**src/rtl/drive_cmd_pkg.sv**
```systemverilog
// Shared encodings for the framed drive command decoder.
// Constants only, no timing of its own.
// No flow control here; consumers handle their own handshakes.
package drive_cmd_pkg;

  // Opcode field CMD[7:6]
  localparam logic [1:0] OP_MOTOR = 2'b00;
  localparam logic [1:0] OP_REL   = 2'b01;
  localparam logic [1:0] OP_ABS   = 2'b10;
  localparam logic [1:0] OP_CTR   = 2'b11;

  // Motor direction encodings; 2'b10 is reserved and rejected
  localparam logic [1:0] DIR_FWD  = 2'b11;
  localparam logic [1:0] DIR_BWD  = 2'b00;
  localparam logic [1:0] DIR_HALT = 2'b01;
  localparam logic [1:0] DIR_RSVD = 2'b10;

  // Ack byte returned for any rejected frame
  localparam logic [7:0] ERR_ACK = 8'hEE;

  // Frame parser states
  typedef enum logic [2:0] {
    ST_HUNT    = 3'd0,
    ST_GOT_HDR = 3'd1,
    ST_GOT_CMD = 3'd2,
    ST_GOT_ARG = 3'd3,
    ST_EXEC    = 3'd4
  } state_e;

endpackage

```
**src/rtl/rx_strobe_sync.sv**
```systemverilog
// Synchronises the UART-domain completion level and emits a one-cycle strobe on its rising edge.
// Strobe is high in the third sys_clk cycle after the level rises (two sync flops plus edge detect).
// No backpressure: the strobe is a pulse and must be consumed in the cycle it is high.
module rx_strobe_sync (
  input  logic sys_clk,
  input  logic rst_n,
  input  logic level_i,
  output logic strobe_o
);

  logic meta_q;
  logic sync_q;
  logic prev_q;

  // Two-flop synchroniser plus a delayed copy used for rising-edge detection
  always_ff @(posedge sys_clk or negedge rst_n) begin
    if (!rst_n) begin
      meta_q <= 1'b0;
      sync_q <= 1'b0;
      prev_q <= 1'b0;
    end else begin
      meta_q <= level_i;
      sync_q <= meta_q;
      prev_q <= sync_q;
    end
  end

  assign strobe_o = sync_q & ~prev_q;

endmodule

```
**src/rtl/drive_cmd_decoder.sv**
```systemverilog
// Parses checksummed 4-byte frames from UART_RX and drives servo angles, motor direction and an ack byte.
// Outputs update at the end of the EXEC cycle, one cycle after the checksum byte is accepted.
// Ack register is one deep; a new ack overwrites an unaccepted one and the frame still executes.
module drive_cmd_decoder
  import drive_cmd_pkg::*;
#(
  parameter int unsigned NUM_SERVO     = 2,
  parameter int unsigned ANGLE_W       = 8,
  parameter int unsigned MIN_ANGLE     = 150,
  parameter int unsigned MAX_ANGLE     = 250,
  parameter int unsigned DEFAULT_ANGLE = 200,
  parameter int unsigned STEP          = 1,
  parameter logic [7:0]  HEADER        = 8'hA5,
  parameter int unsigned BYTE_TIMEOUT  = 100_000,
  parameter int unsigned WDOG_CYCLES   = 50_000_000
) (
  input  logic                           sys_clk,
  input  logic                           rst_n,
  input  logic                           rx_done,
  input  logic [7:0]                     rx_data,
  output logic [NUM_SERVO*ANGLE_W-1:0]   angle,
  output logic [1:0]                     direction,
  output logic                           ack_valid,
  input  logic                           ack_ready,
  output logic [7:0]                     ack_data,
  output logic                           frame_err,
  output logic                           timeout
);

  // Relative arithmetic is done wide and signed so add/subtract can never wrap
  localparam int XW = ANGLE_W + 8;
  localparam int TW = (BYTE_TIMEOUT < 2) ? 1 : $clog2(BYTE_TIMEOUT + 1);
  localparam logic signed [XW-1:0]  LO_X  = XW'(MIN_ANGLE);
  localparam logic signed [XW-1:0]  HI_X  = XW'(MAX_ANGLE);
  localparam logic [ANGLE_W-1:0]    DEF_A = ANGLE_W'(DEFAULT_ANGLE);

  logic                 byte_stb;
  state_e               state_q;
  logic [7:0]           cmd_q;
  logic [7:0]           arg_q;
  logic [7:0]           chk_q;
  logic [TW-1:0]        tmr_q;
  logic [31:0]          wdog_q;
  logic [ANGLE_W-1:0]   angle_q [NUM_SERVO];
  logic [1:0]           dir_q;
  logic                 ack_vld_q;
  logic [7:0]           ack_dat_q;
  logic                 ferr_q;
  logic                 tmo_q;

  logic [1:0]           op;
  logic [5:0]           ch;
  logic                 chan_ok;
  logic                 chk_ok;
  logic                 frame_ok;
  logic                 exec_ok;
  logic [ANGLE_W-1:0]   cur_angle;
  logic [ANGLE_W-1:0]   angle_d;
  logic signed [XW-1:0] cur_x;
  logic signed [XW-1:0] delta_x;
  logic signed [XW-1:0] tgt_x;

  rx_strobe_sync u_sync (
    .sys_clk  (sys_clk),
    .rst_n    (rst_n),
    .level_i  (rx_done),
    .strobe_o (byte_stb)
  );

  // Decode the captured frame: validity checks and the clamped target angle for the addressed channel
  always_comb begin
    op        = cmd_q[7:6];
    ch        = cmd_q[5:0];
    cur_angle = '0;
    for (int k = 0; k < NUM_SERVO; k++) begin
      if (ch == 6'(k)) cur_angle = angle_q[k];
    end
    chan_ok = (32'(ch) < NUM_SERVO);
    chk_ok  = ((HEADER ^ cmd_q ^ arg_q) == chk_q);
    cur_x   = XW'(cur_angle);
    delta_x = XW'(arg_q[6:0]) * XW'(STEP);
    tgt_x   = arg_q[7] ? (cur_x + delta_x) : (cur_x - delta_x);
    if (op == OP_ABS) tgt_x = XW'(arg_q);
    if (tgt_x < LO_X)      angle_d = LO_X[ANGLE_W-1:0];
    else if (tgt_x > HI_X) angle_d = HI_X[ANGLE_W-1:0];
    else                   angle_d = tgt_x[ANGLE_W-1:0];
    frame_ok = chk_ok;
    case (op)
      OP_MOTOR:       if (arg_q[1:0] == DIR_RSVD) frame_ok = 1'b0;
      OP_REL, OP_ABS: if (!chan_ok) frame_ok = 1'b0;
      default:        ;
    endcase
    exec_ok = (state_q == ST_EXEC) && frame_ok;
  end

  // Frame FSM with inter-byte timer, watchdog and all registered outputs
  always_ff @(posedge sys_clk or negedge rst_n) begin
    if (!rst_n) begin
      state_q   <= ST_HUNT;
      cmd_q     <= '0;
      arg_q     <= '0;
      chk_q     <= '0;
      tmr_q     <= '0;
      wdog_q    <= '0;
      for (int k = 0; k < NUM_SERVO; k++) angle_q[k] <= DEF_A;
      dir_q     <= DIR_HALT;
      ack_vld_q <= 1'b0;
      ack_dat_q <= 8'h00;
      ferr_q    <= 1'b0;
      tmo_q     <= 1'b0;
    end else begin
      ferr_q <= 1'b0;
      if (ack_vld_q && ack_ready) ack_vld_q <= 1'b0;

      // A successful EXEC in the same cycle takes priority over a watchdog trip
      if ((WDOG_CYCLES != 0) && !tmo_q && !exec_ok) begin
        if (wdog_q >= 32'(WDOG_CYCLES - 1)) begin
          tmo_q <= 1'b1;
          dir_q <= DIR_HALT;
        end else begin
          wdog_q <= wdog_q + 32'd1;
        end
      end

      case (state_q)
        ST_HUNT: begin
          tmr_q <= '0;
          if (byte_stb && (rx_data == HEADER)) state_q <= ST_GOT_HDR;
        end
        ST_GOT_HDR, ST_GOT_CMD, ST_GOT_ARG: begin
          if (byte_stb) begin
            tmr_q <= '0;
            if (state_q == ST_GOT_HDR) begin
              cmd_q   <= rx_data;
              state_q <= ST_GOT_CMD;
            end else if (state_q == ST_GOT_CMD) begin
              arg_q   <= rx_data;
              state_q <= ST_GOT_ARG;
            end else begin
              chk_q   <= rx_data;
              state_q <= ST_EXEC;
            end
          end else if (tmr_q >= TW'(BYTE_TIMEOUT)) begin
            tmr_q   <= '0;
            ferr_q  <= 1'b1;
            state_q <= ST_HUNT;
          end else begin
            tmr_q <= tmr_q + 1'b1;
          end
        end
        ST_EXEC: begin
          state_q   <= ST_HUNT;
          tmr_q     <= '0;
          ack_vld_q <= 1'b1;
          if (frame_ok) begin
            ack_dat_q <= cmd_q;
            wdog_q    <= '0;
            tmo_q     <= 1'b0;
            case (op)
              OP_MOTOR: dir_q <= arg_q[1:0];
              OP_REL, OP_ABS: begin
                for (int k = 0; k < NUM_SERVO; k++) begin
                  if (ch == 6'(k)) angle_q[k] <= angle_d;
                end
              end
              default: begin
                for (int k = 0; k < NUM_SERVO; k++) angle_q[k] <= DEF_A;
                dir_q <= DIR_HALT;
              end
            endcase
          end else begin
            ack_dat_q <= ERR_ACK;
            ferr_q    <= 1'b1;
          end
        end
        default: state_q <= ST_HUNT;
      endcase
    end
  end

  for (genvar k = 0; k < NUM_SERVO; k++) begin : g_angle
    assign angle[k*ANGLE_W +: ANGLE_W] = angle_q[k];
  end

  assign direction = dir_q;
  assign ack_valid = ack_vld_q;
  assign ack_data  = ack_dat_q;
  assign frame_err = ferr_q;
  assign timeout   = tmo_q;

endmodule

```
**config.mk**
```make
export PLATFORM = sky130hd
export DESIGN_NAME = drive_cmd_decoder
export DESIGN_NICKNAME = d
export VERILOG_FILES = /design/src/rtl/drive_cmd_pkg.sv /design/src/rtl/rx_strobe_sync.sv /design/src/rtl/drive_cmd_decoder.sv
export SDC_FILE = /design/constraint.sdc
export NUM_CORES = 1
export LEC_CHECK = 0
export ABC_AREA = 1
export BUFFER_PORTS_ARGS = -buffer_cell sky130_fd_sc_hd__buf_4
export CORE_MARGIN = 3
export CORE_UTILIZATION = 51
export DETAILED_ROUTE_END_ITERATION = 8
export PLACE_DENSITY = 0.69
export SLEW_MARGIN = 10
export SYNTH_ARGS = -nofsm -noshare
export SYNTH_HDL_FRONTEND = slang
export SYNTH_SLANG_ARGS = --single-unit
```
**constraint.sdc**
```tcl
create_clock -name sys_clk -period 8.8 [get_ports sys_clk]
set_input_delay 0.88 -clock sys_clk [delete_from_list [all_inputs] [get_ports sys_clk]]
set_output_delay 0.88 -clock sys_clk [all_outputs]
set_load 0.01 [all_outputs]
```
==> Yosys cells after proc, flatten, opt, wreduce, memory -nomap -nowiden <==
Index checks and enable logic that the tools add are counted.
{ "totals": {"register_bits": 108, "latchBits": 0, "mem_bits_rw": 0, "mem_bits_ro": 0, "inputBits": 12, "output_inout_bits": 29, "mem_count": 0} }
{ "classes": {"addsub": 4, "multipliers": 0, "div_mod_pow": 0, "magnitude_cmp": 5, "n_eq_ne": 14, "n_shift": 0, "muxes": 41, "bitwise": 7, "reduce_logical": 20} }
{ "op_table": {"columns": ["operator", "n"], "rows": [
  ["$mux 32", 4],
  ["$mux 8", 7],
  ["$mux 17", 2],
  ["$pmux 17 s2", 1],
  ["$add 32x1->32 const B", 1],
  ["$ge 32x26->1 const B", 1],
  ["$mux 16", 2],
  ["$pmux 16 s2", 1],
  ["$add 17x1->17 const B", 1],
  ["$ge 17x17->1 const B", 1],
  ["$gt 16x9->1 const B", 1],
  ["$lt 16x9->1 const B", 1],
  ["$reduce_and 4->1", 4],
  ["$mux 3", 5],
  ["$mux 1", 11],
  ["$add 8x7->9", 1],
  ["$sub 8x7->9", 1],
  ["$eq 8x8->1", 1],
  ["$eq 8x8->1 const B", 1],
  ["$mux 2", 4],
  ["$xor 8x8->8", 1],
  ["$eq 3x2->1 const B", 2],
  ["$eq 6x1->1 const B", 1],
  ["$logic_not 6->1", 1],
  ["other kinds (22)", 35]
]} }

==> Logic depth before layout (Yosys ltp) <==
Gate-level depths: netlist of the first run.
{ "depth": {"word_depth": 12, "depth_mapped": 26} }

==> Cells and area by module <==
Synthesis of the first run repeated with hierarchy kept, for this count alone.
{ "hier_totals": {"cells_unflattened": 888, "area_unflattened_um2": 6627.6} }
{ "by_module_without_submodules": {"columns": ["mod", "instances", "cells_each", "area_each_um2", "seq_area_each_um2"], "rows": [
  ["drive_cmd_decoder", 1, 883, 6542.5, 2636.3],
  ["rx_strobe_sync", 1, 5, 85.1, 75.1]
]} }

==> Worst setup path after synthesis of the first run <==
Ideal clock, no wire load.
{ "synth_path": {"path_kind": "reg2reg", "from": "register cmd_q[2]", "to": "register angle_q (netlist bit angle[10])", "setup_time_ps": 118, "arrival_time_ps": 3068, "t_required_ps": 8682, "path_slack_ps": 5614, "path_stages_with_launch": 22, "n_path_buf": 0, "path_cell_list": "dfrtp_1 nor2_1 nand3_1 nor2_1 inv_1 o22ai_1 inv_1 ha_1 fa_1 or2_2 a31oi_1 nand2_1 nand2_1 nand3_1 nor2_1 nand2_1 nand2_1 nand3_2 nand2_1 nand2_1 nand3_1 nand2_1"} }
{ "synth_between": {"elab_chain_len": 11, "word_cells_on_any_way": 23, "cone_classes": "add/sub (2); order compare (3); eq/ne (3); mux (11); bitwise (2); reduce/logical (2)"} }
{ "synth_lines": {"columns": ["element", "line_no", "source"], "rows": [
  ["start, declared", "drive_cmd_decoder.sv:39", "logic [7:0] cmd_q;"],
  ["start signal, assigned", "drive_cmd_decoder.sv:134", "cmd_q <= rx_data;"],
  ["$logic_not 6->1", "drive_cmd_decoder.sv:76", "if (ch == 6'(k)) cur_angle = angle_q[k];"],
  ["$mux 8 (2 in series)", "drive_cmd_decoder.sv:76", null],
  ["$sub 8x7->9 or $add 8x7->9 (tied branches)", "drive_cmd_decoder.sv:82", "tgt_x = arg_q[7] ? (cur_x + delta_x) : (cur_x - delta_x);"],
  ["$mux 16", "drive_cmd_decoder.sv:82", null],
  ["$mux 16", "drive_cmd_decoder.sv:83", "if (op == OP_ABS) tgt_x = XW'(arg_q);"],
  ["$gt 16x9->1", "drive_cmd_decoder.sv:85", "else if (tgt_x > HI_X) angle_d = HI_X[ANGLE_W-1:0];"],
  ["$mux 8", "drive_cmd_decoder.sv:85", null],
  ["$mux 8", "drive_cmd_decoder.sv:84", "if (tgt_x < LO_X) angle_d = LO_X[ANGLE_W-1:0];"],
  ["$mux 8", "drive_cmd_decoder.sv:163", "if (ch == 6'(k)) angle_q[k] <= angle_d;"],
  ["$pmux 16 s2", "drive_cmd_decoder.sv:159", "case (op)"],
  ["end signal, assigned by index", "drive_cmd_decoder.sv:163", null],
  ["end, declared", "drive_cmd_decoder.sv:44", "logic [ANGLE_W-1:0] angle_q [NUM_SERVO];"]
]} }
Several ways; a longest one is shown, not always the timed one. The select of a mux whose other input is x is not followed.
A chain may end at the register's enable or synchronous reset.

==> Worst setup path after layout of the first run <==
{ "layout_path": {"from": "register cmd_q[2]", "to": "register angle_q (netlist bit angle[8])"} }
The elaborated chain is that of the path after synthesis.

==> impl_metrics.prom, run 1 <==
# TYPE chip_impl_metric gauge
chip_impl_metric{name="grt_pass1_vias",unit=""} 5340
chip_impl_metric{name="signal_arrival_time_at_the_worst_endpoint",unit="ps"} 4160
chip_impl_metric{name="report.final.setup_viol",unit=""} 0
chip_impl_info{name="critical_path.slowest_cell",value="sky130_fd_sc_hd__fa_1"} 1
chip_impl_metric{name="diodes",unit=""} 0
chip_impl_metric{name="clock_tree.buffer_depth",unit=""} 2
chip_impl_metric{name="post-layout-total-power",unit="mW"} 2.18
chip_impl_metric{name="synthesis.yosys.warnings",unit=""} 0
chip_impl_metric{name="grt_start_max_net_pins",unit=""} 78
chip_impl_metric{name="synth_area",unit="sq um"} 6630
chip_impl_metric{name="drt-wirelength-per-cell",unit="um"} 13.8
chip_impl_metric{name="floorplan.die_area",unit="sq um"} 14400
chip_impl_metric{name="hpwl",unit="mm"} 11.7
chip_impl_info{name="outcome",value="finished clean"} 1
chip_impl_info{name="worst_setup_path_end_kind",value="flip-flop"} 1
chip_impl_metric{name="synth_async_sr_flop_share",unit="%"} 100
chip_impl_metric{name="avgSynthCellArea",unit="sq um"} 7.33
chip_impl_metric{name="gp_routability_congestion",unit=""} 0.983
chip_impl_metric{name="clock_skew",unit="ps"} 10.3
chip_impl_metric{name="postRouteWirelength",unit="mm"} 15.5
chip_impl_metric{name="critical_path.max_stage_delay",unit="ps"} 420
chip_impl_metric{name="dpl.cell_count",unit=""} 1103
chip_impl_info{name="cts_root_buffer",value="sky130_fd_sc_hd__clkbuf_16"} 1
chip_impl_metric{name="intPower",unit="mW"} 1.21
chip_impl_metric{name="clock_sink_count",unit=""} 108
chip_impl_info{name="hp-class",value="reg2reg"} 1
chip_impl_info{name="synth_top_cell_by_area",value="sky130_fd_sc_hd__dfrtp_1"} 1
chip_impl_info{name="worstSetupPathType",value="reg2reg"} 1
chip_impl_metric{name="irDropWorstVdd",unit="V"} 0.000206
chip_impl_metric{name="synthesis_to_layout_area_growth",unit="%"} 11.4
chip_impl_metric{name="final_cells",unit=""} 1119
chip_impl_metric{name="initial_core_util",unit="%"} 52.3
chip_impl_metric{name="drv_slew",unit=""} 0
chip_impl_metric{name="max_freq",unit="MHz"} 258
chip_impl_metric{name="via_count",unit=""} 5824
chip_impl_metric{name="fin_setup_tns",unit="ps"} 0
chip_impl_metric{name="post_cts.resized_instances",unit=""} 0
chip_impl_metric{name="synth_enable_flop_cells",unit=""} 0
chip_impl_info{name="cp_cell_sequence",value="nor2_1 -> nand3_1 -> nor2_1 -> inv_1 -> o22ai_1 -> ha_1 -> inv_1 -> fa_1 -> inv_1 -> nand2_1 -> nand2_1 -> nand3_1 -> nand3_1 -> nand2_1 -> a21boi_0 -> nand2_1 -> nand2_1 -> nand2_1 -> nand2_1 -> nand3_1 -> nor2_1 -> nand2_1 -> o21ai_2"} 1
chip_impl_info{name="cpMostUsedCell",value="sky130_fd_sc_hd__nand2_1"} 1
chip_impl_metric{name="avgViaCountPerCell",unit=""} 5.20
chip_impl_metric{name="pwr_density_cell",unit="nW/um^2"} 296
chip_impl_metric{name="clk_transition_reported_paths",unit="ps"} 70
chip_impl_metric{name="dieHeight",unit="um"} 120
chip_impl_metric{name="ys_types",unit=""} 48
chip_impl_metric{name="synth_top_area_share",unit="%"} 38.1
chip_impl_metric{name="htree_num_levels",unit=""} 3
chip_impl_info{name="critPathTopFamily",value="simple AND/OR/NAND/NOR gates"} 1
chip_impl_metric{name="yosysSeqAreaShare",unit="%"} 40.9
chip_impl_info{name="grt_setup_unrepaired",value="false"} 1
chip_impl_metric{name="floorplan.rows",unit=""} 41
chip_impl_metric{name="critPathRequiredTime",unit="ps"} 9090
chip_impl_metric{name="detail_route.drc_violations",unit=""} 0
chip_impl_metric{name="cap_viol_max_count",unit=""} 0
chip_impl_metric{name="grt_pass1_wl",unit="mm"} 26.3
chip_impl_metric{name="timing_hold_violations_final",unit=""} 0
chip_impl_metric{name="final_cycle_share",unit="%"} 44.0
chip_impl_metric{name="top_level_ports",unit=""} 41
chip_impl_info{name="setup.worst_path.start_class",value="flip-flop"} 1
chip_impl_info{name="yosys_most_used_dff",value="sky130_fd_sc_hd__dfrtp_1"} 1
chip_impl_metric{name="grt_antenna_before_repair",unit=""} 0
chip_impl_metric{name="share_clk_of_total_power",unit="%"} 19.3
chip_impl_metric{name="postCtsHoldBufs",unit=""} 0
chip_impl_metric{name="io_buffers",unit=""} 40
chip_impl_metric{name="grt-ovfl-total",unit=""} 0
chip_impl_metric{name="ys_ff_latch",unit=""} 108
chip_impl_info{name="cts_tree",value="yes"} 1
chip_impl_metric{name="p_leak",unit="nW"} 3.71
chip_impl_metric{name="fin_nets",unit=""} 977
chip_impl_metric{name="combinationalPowerShare",unit="%"} 45.0
chip_impl_metric{name="crit_buf_inv",unit=""} 3
chip_impl_metric{name="power_switching_share",unit="%"} 44.3
chip_impl_metric{name="grt_util_all_layers",unit="%"} 22.7
chip_impl_metric{name="core_area",unit="sq um"} 12700
chip_impl_metric{name="detailedRoute.firstPassIterationCount",unit=""} 4
chip_impl_metric{name="drt_iter0_drc",unit=""} 506
chip_impl_metric{name="fin_crit",unit="ps"} 3870
chip_impl_metric{name="ant_nets",unit=""} 0
chip_impl_metric{name="maxSlewHeadroom",unit="%"} 29.7
chip_impl_metric{name="clock_insertion_delay_worst_skew",unit="ps"} 360
chip_impl_metric{name="share_seq_of_total_power",unit="%"} 35.7
chip_impl_info{name="synth.area.top_cells",value="sky130_fd_sc_hd__dfrtp_1 (38%), sky130_fd_sc_hd__nand2_1 (14%), sky130_fd_sc_hd__inv_1 (8.0%), sky130_fd_sc_hd__nand3_1 (5.6%), sky130_fd_sc_hd__o21ai_0 (4.3%)"} 1
chip_impl_metric{name="postSynthNetCount",unit=""} 939
chip_impl_metric{name="post_route_cells_drive_above_1_share",unit="%"} 9.93
chip_impl_metric{name="chipWidth",unit="um"} 120
chip_impl_metric{name="critPathMaxFanout",unit=""} 7
chip_impl_metric{name="p_sw",unit="uW"} 967
chip_impl_metric{name="cts_setup_buffers",unit=""} 0
chip_impl_metric{name="numCtsBuffers",unit=""} 9
chip_impl_metric{name="postSynthCellCount",unit=""} 904
chip_impl_metric{name="timing_worst_slew_pin_value",unit="ps"} 1050
[cell families after synthesis]
logic type	share of synthesized area [%]
and+or+nand+nor	30.5
buffers and inverters	9.52
AOI/OAI and AO/OA	10.8
DFF	40.9
xor gates and xnor gates	3.57
adders and majority gates	4.57
muxes	0.170
[sequential cells by signal (all words and copies together) (netlist names), 2 cells and up]
name	flops
wdog_q	32
tmr_q	17
angle	16
ack_data	8
arg_q	8
chk_q	8
cmd_q	8
state_q	3
direction	2
[final timing paths]
| path | startpoint | end | slack, ps | cells after the start |
|---|---|---|---|---|
| worst max-delay path | cmd_q[2] | angle[8] | 4930 | 23 |
| worst max register to register | cmd_q[2] | angle[8] | 4930 | 23 |
| worst min register to register | u_sync.meta_q | u_sync.sync_q | 360 | 0 |
| min in group asynchronous | rst_n | wdog_q[1] | 440 | 1 |
| worst min-delay path | u_sync.meta_q | u_sync.sync_q | 360 | 0 |
| max in group asynchronous | rst_n | cmd_q[7] | 7100 | 2 |
[metrics by stage]
| stage | worst slack, ps | instance area (sq um) | hold WS, ps | utilization (%) |
|---|---|---|---|---|
| after floorplan | 5610 | 6630 | 331 | - |
| after global placement | 5220 | 7070 | 340 | 55.8 |
| after detailed placement | 5010 | 7070 | 345 | 55.8 |
| after CTS | 4980 | 7380 | 361 | 58.2 |
| after global routing | 4520 | 7380 | 381 | 58.2 |
| final | 4930 | 7380 | 359 | 58.2 |
[power groups by stage]
stage	logic, mW	clock network, mW	registers [mW]
floorplan	0.756	0	0.747
global placement	0.967	0	0.783
detailed placement	0.977	0	0.784
CTS	0.981	0.431	0.777
global route	1.14	0.453	0.799
finish	0.980	0.421	0.779
[layout by cell type, fill, tap and decap left out, drive strengths merged, types with 7 or more instances in the layout]
cell type	synthesis	final
nand3	78	78
o22ai	15	15
inv	145	149
xnor2	10	10
clkbuf	5	10
o21ai	61	61
ha	21	21
dfstp	7	7
xor2	17	17
a21oi	31	31
dfrtp	101	101
nor2	85	85
nand2	243	243
buf	10	42
nor4	8	8
nand4	23	23
nor3	14	14
[worst register-to-register path: cells and delay by family, from the launching register on]
family                     cells  cell delay (ps)
and+or+nand+nor               15             1910
adders and majority gates      2              640
AOI/OAI and AO/OA              3              560
DFF                            1              410
buffers and inverters          3              270
[final cells by class]
| class | count | area, sq um |
|---|---|---|
| inverters | 146 | 548 |
| multi-input cells | 635 | 3280 |
| clock inverters | 6 | 76.3 |
| flip-flops and latches | 108 | 2710 |
| fillers | 1211 | 5290 |
| clock buffers | 10 | 229 |
| repair buffers | 42 | 315 |
| well taps | 172 | 215 |
[routing by layer]
| metal | global-route usage [%] | vias to the layer above | share of wire [%] |
|---|---|---|---|
| met5 | 0 | - | 0 |
| met2 | 34.3 | 157 | 45 |
| met4 | 5.01 | 0 | 1.1 |
| met3 | 5.04 | 12 | 5.3 |
| li1 | - | 2989 | - |
| met1 | 33.7 | 2666 | 49 |
[cells in the mapped netlist (all sizes together) (8+ instances only)]
cell and instances:
nand2 243, inv 145, dfrtp 101, nor2 85, nand3 78, o21ai 61, a21oi 31, nand4 23
ha 21, xor2 17, o22ai 15, nor3 14, buf 10, xnor2 10, nor4 8
No activity file was read; power rests on OpenSTA's default activity.
==> run 2: changes to the inputs <==
PLACE_DENSITY = 0.71   (was 0.69)
clock period = 3.4 ns   (was 8.8 ns; I/O delays follow)
==> run 2 against run 1 <==
Against the previous run: clock skew hardly changed; sequential power rose to 2.5 times the previous value; fmax rose by 21%; global-route usage grew 0.30 points; design area up 3.5%; critical path depth is 1 higher; critical endpoint is now angle[0]; largest power group unchanged.
==> impl_metrics.prom, run 2 (same netlist as run 1, synthesis figures left out) <==
# TYPE chip_impl_metric gauge
chip_impl_info{name="outcome",value="finished clean"} 1
chip_impl_metric{name="hpwl",unit="mm"} 12.0
chip_impl_metric{name="grt_pass1_wl",unit="mm"} 26.8
chip_impl_info{name="cts_root_buffer",value="sky130_fd_sc_hd__clkbuf_16"} 1
chip_impl_metric{name="clock_sink_count",unit=""} 108
chip_impl_info{name="layout.cells.most_common",value="sky130_fd_sc_hd__nand2_1"} 1
chip_impl_metric{name="timing_worst_slew_pin_value",unit="ps"} 657
chip_impl_metric{name="top_level_ports",unit=""} 41
chip_impl_metric{name="multi_input_comb_area",unit="sq um"} 3400
chip_impl_metric{name="post_route_cells_drive_above_1_share",unit="%"} 14.1
chip_impl_metric{name="chipWidth",unit="um"} 120
chip_impl_metric{name="layout.area.seq",unit="sq um"} 2710
chip_impl_info{name="cts_tree",value="yes"} 1
chip_impl_metric{name="initial_core_util",unit="%"} 52.3
chip_impl_metric{name="ant_nets",unit=""} 0
chip_impl_metric{name="detailedRoute.firstPassIterationCount",unit=""} 5
chip_impl_metric{name="clock_tree.buffer_depth",unit=""} 2
chip_impl_metric{name="synthesis_to_layout_area_growth",unit="%"} 15.3
chip_impl_metric{name="diodes",unit=""} 0
chip_impl_metric{name="timing_hold_violations_final",unit=""} 0
chip_impl_metric{name="cap_viol_max_count",unit=""} 0
chip_impl_metric{name="maxSlewHeadroom",unit="%"} 56.0
chip_impl_metric{name="drt-wirelength-per-cell",unit="um"} 14.1
chip_impl_metric{name="via_count",unit=""} 5982
chip_impl_metric{name="io_buffers",unit=""} 40
chip_impl_metric{name="critPathRequiredTime",unit="ps"} 3650
chip_impl_metric{name="final_cycle_share",unit="%"} 93.7
chip_impl_metric{name="critPathMaxFanout",unit=""} 4
chip_impl_metric{name="fin_area",unit="sq um"} 7640
chip_impl_metric{name="report.final.setup_viol",unit=""} 0
chip_impl_metric{name="clock_skew",unit="ps"} 10.4
chip_impl_metric{name="gp_routability_congestion",unit=""} 0.944
chip_impl_info{name="register_with_the_most_flip_flops",value="wdog_q"} 1
chip_impl_metric{name="irDropWorstVdd",unit="V"} 0.000446
chip_impl_metric{name="htree_num_levels",unit=""} 3
chip_impl_metric{name="dpl_cell_area",unit="sq um"} 7170
chip_impl_metric{name="drt_iter0_drc",unit=""} 450
chip_impl_metric{name="postRouteWirelength",unit="mm"} 16.0
chip_impl_metric{name="detail_route.drc_violations",unit=""} 0
chip_impl_info{name="hp-class",value="in2reg"} 1
chip_impl_metric{name="grt_pass1_vias",unit=""} 5526
chip_impl_metric{name="p_leak",unit="nW"} 3.81
chip_impl_metric{name="floorplan.rows",unit=""} 41
chip_impl_metric{name="pwr_density_cell",unit="nW/um^2"} 787
chip_impl_info{name="layout_common_cells",value="sky130_fd_sc_hd__nand2_1 (235), sky130_fd_sc_hd__inv_1 (139), sky130_fd_sc_hd__dfrtp_1 (100)"} 1
chip_impl_metric{name="grt-ovfl-total",unit=""} 0
chip_impl_metric{name="number_of_flip_flops_in_the_largest_register",unit=""} 32
chip_impl_metric{name="grt_antenna_before_repair",unit=""} 0
chip_impl_metric{name="drv_slew",unit=""} 0
chip_impl_metric{name="fin_crit",unit="ps"} 3190
chip_impl_metric{name="core_area",unit="sq um"} 12700
chip_impl_metric{name="grt_start_max_net_pins",unit=""} 47
chip_impl_info{name="setup.worst_path.start_class",value="flip-flop"} 1
chip_impl_metric{name="numCtsBuffers",unit=""} 9
chip_impl_metric{name="clock_insertion_delay_worst_skew",unit="ps"} 360
chip_impl_metric{name="floorplan.die_area",unit="sq um"} 14400
chip_impl_metric{name="dieHeight",unit="um"} 120
chip_impl_metric{name="signal_arrival_time_at_the_worst_endpoint",unit="ps"} 3430
chip_impl_info{name="worstSetupPathType",value="reg2reg"} 1
chip_impl_metric{name="grt_util_all_layers",unit="%"} 23.0
chip_impl_metric{name="max_freq",unit="MHz"} 314
chip_impl_metric{name="clk_transition_reported_paths",unit="ps"} 80
chip_impl_info{name="worst_setup_path_end_kind",value="flip-flop"} 1
chip_impl_metric{name="avgViaCountPerCell",unit=""} 5.26
chip_impl_metric{name="final_core_utilization",unit="%"} 60.3
chip_impl_metric{name="fin_nets",unit=""} 995
chip_impl_metric{name="nFillCells",unit=""} 1181
run 2: worst paths after layout:
kind | startpoint | endpoint | slack [ps] | depth (start not counted)
worst max-delay path | cmd_q[3] | angle[0] | 210 | 24
worst min-delay path | rx_done | u_sync.meta_q | 80 | 1
worst max register to register | cmd_q[3] | angle[0] | 210 | 24
worst min register to register | u_sync.meta_q | u_sync.sync_q | 360 | 0
max in group asynchronous | rst_n | angle[15] | 2020 | 3
min in group asynchronous | rst_n | wdog_q[13] | 520 | 2
run 2: per-stage QoR:
stage	hold WS [ps]	worst slack, ps	total power, mW	std cells	setup TNS, ps
6_report	79.0	213	6.01	1137	0
4_1_cts	70.1	28.7	5.79	1133	0
5_1_grt	66.0	-44.1	6.53	1137	-189
3_3_place_gp	347	238	4.64	1116	0
3_5_place_dp	343	40.2	4.67	1116	0
2_1_floorplan	44.4	214	3.89	904	0
run 2: where the power goes:
| part | switching, mW | leakage, nW | internal [mW] | total (mW) |
|---|---|---|---|---|
| Clock | 0.512 | 0.152 | 0.589 | 1.10 |
| Combinational | 1.84 | 2.29 | 1.12 | 2.96 |
| Sequential | 0.330 | 1.37 | 1.62 | 1.95 |
run 2: per-layer routing:
layer / vias up / global-route usage [%] / wire length (um)
met2: 167 / 35.8 / 7300
met1: 2772 / 33.6 / 7700
met4: 0 / 5.73 / 203
met3: 16 / 3.91 / 840
met5: - / 0 / 0
li1: 3027 / - / -
run 2: cell type report:
cell class              instances  area share (%)
repair buffers                 60            5.93
clock buffers                  10            3.00
clock inverters                 6            1.03
well taps                     172            2.82
flip-flops and latches        108            35.5
multi-input cells             635            44.5
inverters                     146            7.17
run 2: worst max-delay path, stage by stage (launching register included):
cell and delay, ps:
sky130_fd_sc_hd__dfrtp_1 410, sky130_fd_sc_hd__nor2_4 150, sky130_fd_sc_hd__nand3_4 110, sky130_fd_sc_hd__nor2_4 100, sky130_fd_sc_hd__inv_1 80, sky130_fd_sc_hd__o22ai_2 240
sky130_fd_sc_hd__inv_2 70, sky130_fd_sc_hd__ha_1 190, sky130_fd_sc_hd__fa_1 380, sky130_fd_sc_hd__inv_1 90, sky130_fd_sc_hd__nand2_1 70, sky130_fd_sc_hd__nand2_1 90
sky130_fd_sc_hd__nand3_1 100, sky130_fd_sc_hd__nand2_1 70, sky130_fd_sc_hd__nand2_1 60, sky130_fd_sc_hd__nand4_1 100, sky130_fd_sc_hd__nor2_2 90, sky130_fd_sc_hd__nor2_4 160
sky130_fd_sc_hd__nand2_2 90, sky130_fd_sc_hd__inv_2 80, sky130_fd_sc_hd__nand2_2 80, sky130_fd_sc_hd__nand3_1 100, sky130_fd_sc_hd__nor2_2 50, sky130_fd_sc_hd__nand2_1 60
sky130_fd_sc_hd__o21ai_2 50
run 2: repair_timing:
item,CTS,global route
hold buffers,1,0
endpoints found under the hold margin,32,0
endpoints found under the setup margin,0,14
buffers inserted,0,4
resized for setup,0,35
